File: src/rtl/am25ls08.sv
// Behavioural am25ls08: WIDTH-bit register with active-low load enable and
// complementary outputs. Contents are deliberately left unreset, as on the part.
module am25ls08 #(
  parameter int WIDTH = 4
) (
  input  logic             clk,
  input  logic             e_,
  input  logic [WIDTH-1:0] d,
  output logic [WIDTH-1:0] q,
  output logic [WIDTH-1:0] q_
);

  always_ff @(posedge clk)
    if (!e_) q <= d;

  assign q_ = ~q;

endmodule

File: src/rtl/reg_bank_sched.sv
// Two-port round-robin write scheduler in front of a bank of am25ls08 registers,
// with one staging cycle before the enable and a combinational q/q_ read port.
module reg_bank_sched #(
  parameter int WIDTH = 4,
  parameter int NREG  = 4,
  parameter int AW    = 2
) (
  input  logic             clk,
  input  logic             rst,
  input  logic             req0,
  input  logic [AW-1:0]    addr0,
  input  logic [WIDTH-1:0] d0,
  output logic             ack0,
  input  logic             req1,
  input  logic [AW-1:0]    addr1,
  input  logic [WIDTH-1:0] d1,
  output logic             ack1,
  input  logic [AW-1:0]    raddr,
  output logic [WIDTH-1:0] rdata,
  output logic [WIDTH-1:0] rdata_,
  output logic [NREG-1:0]  we_,
  output logic             busy
);

  localparam logic R0 = 1'b0;
  localparam logic R1 = 1'b1;

  logic             last;
  logic             st_valid;
  logic [AW-1:0]    st_addr;
  logic [WIDTH-1:0] st_data;
  logic             elig0, elig1, gnt0, gnt1;
  logic [WIDTH-1:0] q  [NREG];
  logic [WIDTH-1:0] qn [NREG];

  // A requester in its ack cycle is still showing the request just taken,
  // so it sits out this edge.
  always_comb begin
    elig0 = req0 && !ack0;
    elig1 = req1 && !ack1;
    gnt0  = elig0 && (!elig1 || last == R1);
    gnt1  = elig1 && (!elig0 || last == R0);
  end

  always_ff @(posedge clk or posedge rst) begin
    if (rst) begin
      ack0     <= 1'b0;
      ack1     <= 1'b0;
      last     <= R1;
      st_valid <= 1'b0;
      st_addr  <= '0;
      st_data  <= '0;
    end else begin
      ack0     <= gnt0;
      ack1     <= gnt1;
      st_valid <= gnt0 || gnt1;
      if (gnt0) begin
        last    <= R0;
        st_addr <= addr0;
        st_data <= d0;
      end else if (gnt1) begin
        last    <= R1;
        st_addr <= addr1;
        st_data <= d1;
      end
    end
  end

  assign busy = st_valid;

  // Out-of-range staged addresses match no decode term and write nothing.
  for (genvar i = 0; i < NREG; i++) begin : g_reg
    assign we_[i] = ~(st_valid && st_addr == AW'(i));
    am25ls08 #(.WIDTH(WIDTH)) u_reg (
      .clk (clk),
      .e_  (we_[i]),
      .d   (st_data),
      .q   (q[i]),
      .q_  (qn[i])
    );
  end

  always_comb begin
    rdata  = 'x;
    rdata_ = 'x;
    if ({1'b0, raddr} < (AW+1)'(NREG)) begin
      rdata  = q[raddr];
      rdata_ = qn[raddr];
    end
  end

endmodule

File: config.mk
export PLATFORM = sky130hd
export DESIGN_NAME = reg_bank_sched
export DESIGN_NICKNAME = d
export VERILOG_FILES = /design/src/rtl/am25ls08.sv /design/src/rtl/reg_bank_sched.sv
export SDC_FILE = /design/constraint.sdc
export NUM_CORES = 1
export LEC_CHECK = 0
export CAP_MARGIN = 25
export CORE_MARGIN = 4
export CORE_UTILIZATION = 35
export DETAILED_ROUTE_END_ITERATION = 10
export PLACE_DENSITY = 0.7
export SYNTH_ARGS = -nofsm -noshare
export SYNTH_HDL_FRONTEND = slang
export SYNTH_SLANG_ARGS = --single-unit
File: constraint.sdc
create_clock -name clk -period 1.6 [get_ports clk]
set_input_delay 0.32 -clock clk [delete_from_list [all_inputs] [get_ports clk]]
set_output_delay 0.32 -clock clk [all_outputs]
set_load 0.005 [all_outputs]
# ---- After elaboration in Yosys (flattened, before gate mapping)
# Index checks and enable logic that the tools add are counted.
dict set report totals {
  memories 0
  regBits 26
  latchBits 0
  out_inout_bits 15
  rom_bits 0
  ram_bits 0
  elab_cells 53
}
dict set report classes {
  n_lt_le_gt_ge 1
  n_mux 12
  multipliers 0
  div 0
  n_eq_ne 3
  addsub 0
  bitwise_logic 10
  shift 0
  reduce_logical 17
}
# operator count
set op_table {}
lappend op_table {{4-bit two-way mux} 6}
lappend op_table {{4-bit binary-select mux with 2-bit select} 2}
lappend op_table {{4-bit NOT} 4}
lappend op_table {{1-bit logical AND} 8}
lappend op_table {{1-bit NOT} 5}
lappend op_table {{2-bit == test (second input constant)} 2}
lappend op_table {{1-bit zero test} 4}
lappend op_table {{2-bit two-way mux} 2}
lappend op_table {{3-bit >= comparator (second input constant)} 1}
lappend op_table {{1-bit logical OR} 3}
lappend op_table {{2-bit NOT with 3-bit output} 1}
lappend op_table {{2-bit by 1-bit == test with 1-bit output (second input constant)} 1}
lappend op_table {{2-bit zero test} 1}
lappend op_table {{1-bit two-way mux} 2}
lappend op_table {{2-bit nonzero test} 1}

# ---- Logic depth before layout (Yosys ltp)
dict set report logic_depth {
  ltp_word 7
  mapped_depth 4
  mapped_depth_nobuf 3
}

# ---- By module
# A second synthesis with hierarchy kept.
dict set report hier_totals {
  cells_unflattened 85
  hier_area_um2 1211.2
}
# module seq_area_each_um2 area_per_inst_um2 instances cells_each
set by_module_without_submodules {}
lappend by_module_without_submodules {reg_bank_sched 251.5 655.6 1 49}
lappend by_module_without_submodules {am25ls08 120.1 138.9 4 9}

# ---- Least setup slack after synthesis
# No wires, ideal clock.
dict set report synth_timing {
  path_kind {register to output}
  from {register st_addr[1]}
  to {output port we_[0]}
  path_slack_ps 283
  t_arrival_ps 997
  t_required_ps 1280
  path_stages_with_launch 3
  n_path_buf 1
  path_cell_list {dfrtp_1 -> or3b_2 -> buf_4}
}
dict set report synth_via {
  elab_chain_cells 3
}
# element line
set synth_lines {}
lappend synth_lines {{start: declaration} reg_bank_sched.sv:30} ;# logic [AW-1:0] st_addr;
lappend synth_lines {{start signal: assignment} reg_bank_sched.sv:59} ;# st_addr <= addr0;
lappend synth_lines {{start signal: assignment} reg_bank_sched.sv:63} ;# st_addr <= addr1;
lappend synth_lines {{2-bit zero test} reg_bank_sched.sv:73} ;# assign we_[i] = ~(st_valid && st_addr == AW'(i));
lappend synth_lines {{1-bit logical AND} reg_bank_sched.sv:73}
lappend synth_lines {{1-bit NOT} reg_bank_sched.sv:73}
lappend synth_lines {{end: declaration} reg_bank_sched.sv:21} ;# output logic [NREG-1:0] we_,
# No other way between the ends.

# ---- Worst setup path after layout
dict set report layout_timing {
  from {register g_reg[3].u_reg.q[0]}
  to {output port rdata_[0]}
}
dict set report layout_via {
  elab_chain_cells 4
}
# element line
set layout_lines {}
lappend layout_lines {{start: declaration} am25ls08.sv:9} ;# output logic [WIDTH-1:0] q,
lappend layout_lines {{start signal: assignment} am25ls08.sv:14} ;# if (!e_) q <= d;
lappend layout_lines {{4-bit NOT} am25ls08.sv:16} ;# assign q_ = ~q;
lappend layout_lines {{4-bit binary-select mux with 2-bit select} reg_bank_sched.sv:88} ;# rdata_ = qn[raddr];
lappend layout_lines {{4-bit two-way mux (not written as such) (2 in series)} reg_bank_sched.sv:88}
lappend layout_lines {{end: declaration} reg_bank_sched.sv:20} ;# output logic [WIDTH-1:0] rdata_,
# No other way between the ends. The select of a mux whose other input is x is not followed.

==> flow_summary.toml <==
[worst_setup_path]
cp.depth = 3
cp_max_fo = 2
r2r_start = "ack1$_DFF_PP0_"
critPathCaptureType = "output port"
crit_buf_inv = 2
slowest_stage = "mux4_2"
start_kind = "register"
critPathRequiredTime_ns = 1.28
max_stage_delay_ns = 0.49
critPathLaunch = "g_reg[3].u_reg.q[0]$_DFFE_PP_"
path_cells = "mux4_2 -> inv_1 -> buf_2"
critical_path_arrival_ns = 1.34
path_class = "reg -> out"
critPathTopFamily = "multiplexers"
ff2ff_path_depth = 3

[floorplan]
rows = 20
pin_count = 33
coreArea_sq_mm = 0.003028
die_area_sq_mm = 0.004103
initial_utilization = 0.3632
dieWidth_microns = 64.06
die_y_microns = 64.06

[cells_and_area]
antenna_cells = 0
multiInputGateArea_sq_um = 281.5
layout_common_cells = "edfxtp_1, clkdlybuf4s50_1, inv_1, dfrtp_1, buf_2"
regArea_sq_um = 732.0
nets = 126
drive_above_1_share = 0.3458
syn_to_final_growth_pct = 32.08
finish.utilization = 0.4798
nFillCells = 276

[drt]
wl_per_cell_microns = 12.46
vias = 674
drtAntennaViolNets = 0
drt_iter0_drc = 6
viasPerCell = 4.464
drt-total-wl_mm = 1.881
firstDrtPassIters = 4
drc = 0

[clock_network]
cts_made_buffers = 3
cts_resized = 44
insertion_delay_ns = 0.30
cts_tree = "built"
path_clk_slew_ns = 0.13
cts.sinks = 26
cts_buffer_depth = 2
cts_setup_buffers = 0
cts_max_level = 1
postCtsHoldBufs = 0
clockRootBuffer = "clkbuf_4"

[yosys]
yosys_warnings = 0
ys_types = 21
netlist_top_cells_area = "edfxtp_1, dfrtp_1, mux4_2"
postSynthCellCount = 72
netlist.area_leader.share = 0.4369
synth_nets = 90
synth_area_sq_mm = 0.001100
synth_area_per_cell_sq_um = 15.28
synth.largest_area_cell = "edfxtp_1"
ys_seq_area_frac = 0.6655
yosys_register_bits = 26

[global_route]
track_usage = 0.1046
grt_pass1_vias = 779
antenna_found_initial = 0
grt_start_max_net_pins = 15
grt_overflow = 0
grt_pass1_wl_mm = 3.387

[power]
leakagePower_nw = 0.6082
power_density_mw_per_mm2 = 1100
vdd_ir_drop_max_mv = 0.3909

[sta]
skew_ns = 0.005682
setup_violations = 8
fin_crit_sh = 1.040
whs_ns = 0.2684
grt_setup_unrepaired = "yes"
drv_slew = 0
max_slew_margin = 0.7536
setup_ws_ns = -0.06340
hold_viol = 0
tightest_slew_ns = 0.3692
finalCriticalPeriod_ns = 1.663
fin_tns_setup_ns = -0.3388
clock.fmax_mhz = 601.2

[status]
status = "complete, but fails checks"
violations = "negative setup slack"

[place]
globalplace.congestion = 0.7453
portBuffers = 32
dp_hpwl_mm = 1.613

[worst_hold_path]
hold_class = "in -> async"

[job]
drv_cap = 0
[power breakdown]
group | total, mW | internal (mW) | switching, mW
clock network | 0.263 | 0.0970 | 0.166
registers | 0.943 | 0.874 | 0.0689
logic | 0.393 | 0.227 | 0.166
[registers in the layout (all words and copies together) (netlist names)]
name	count
g.u_reg.q	16
st_data	4
st_addr	2
ack0	1
ack1	1
busy	1
last	1
[through the flow]
| stage | setup slack [ns] | power, mW | cell area, sq um | instances |
|---|---|---|---|---|
| after global routing | -0.1456 | 1.701 | 1453 | 151 |
| final | -0.06340 | 1.598 | 1453 | 151 |
| after floorplan | 0.2833 | 1.172 | 1100 | 72 |
| after CTS | -0.1643 | 1.614 | 1456 | 151 |
| after global placement | -0.6784 | 1.376 | 1466 | 147 |
| after detailed placement | -0.7165 | 1.396 | 1466 | 147 |
[layer usage]
| metal | routed length [microns] | up-vias | GRT usage |
|---|---|---|---|
| li1 | - | 334 | - |
| met1 | 700 | 310 | 0.1023 |
| met2 | 1010 | 30 | 0.2013 |
| met3 | 170 | 0 | 0.04218 |
| met4 | 0 | 0 | 0.02426 |
| met5 | 0 | - | 0 |
[worst reg2reg max path, stage by stage, from the launching register on]
cell and delay (ns):
dfrtp_1 0.39, nand2b_1 0.28, o21ai_2 0.33, o221a_2 0.25
[final cells by class]
type / instances / share of cell area
Sequential cell: 26 / 0.5039
Timing Repair Buffer: 37 / 0.2153
Clock buffer: 4 / 0.01809
Inverter: 12 / 0.03101
Multi-Input combinational cell: 28 / 0.1938
Tap cell: 44 / 0.03790
[cells by family after synthesis]
| group | after synthesis | share of synthesized area |
|---|---|---|
| compound gates | 9 | 0.08191 |
| buf+inv | 18 | 0.08304 |
| flops | 26 | 0.6655 |
| mux | 4 | 0.08191 |
| simple gates | 15 | 0.08761 |
[worst paths after layout]
path	end	slack, ns
worst max-delay path	rdata_[0]	-0.06
worst min-delay path	st_data[1]$_DFFE_PP0P_	0.27
worst max register to register	st_data[3]$_DFFE_PP0P_	0.30
worst min register to register	last$_DFFE_PP1P_	0.49
max in group asynchronous	last$_DFFE_PP1P_	1.02
min in group clk	last$_DFFE_PP1P_	0.49
[cell usage after synthesis (all sizes together)]
master / instances
edfxtp: 16
inv: 12
dfrtp: 9
buf: 6
o221a: 6
or3: 6
mux4: 4
o21ai: 2
a21oi: 1
and2b: 1
and3b: 1
dfstp: 1
nand2: 1
nand2b: 1
nand3: 1
nand3b: 1
nor2: 1
or2: 1
or3b: 1
(Power assumes the default switching activity.)
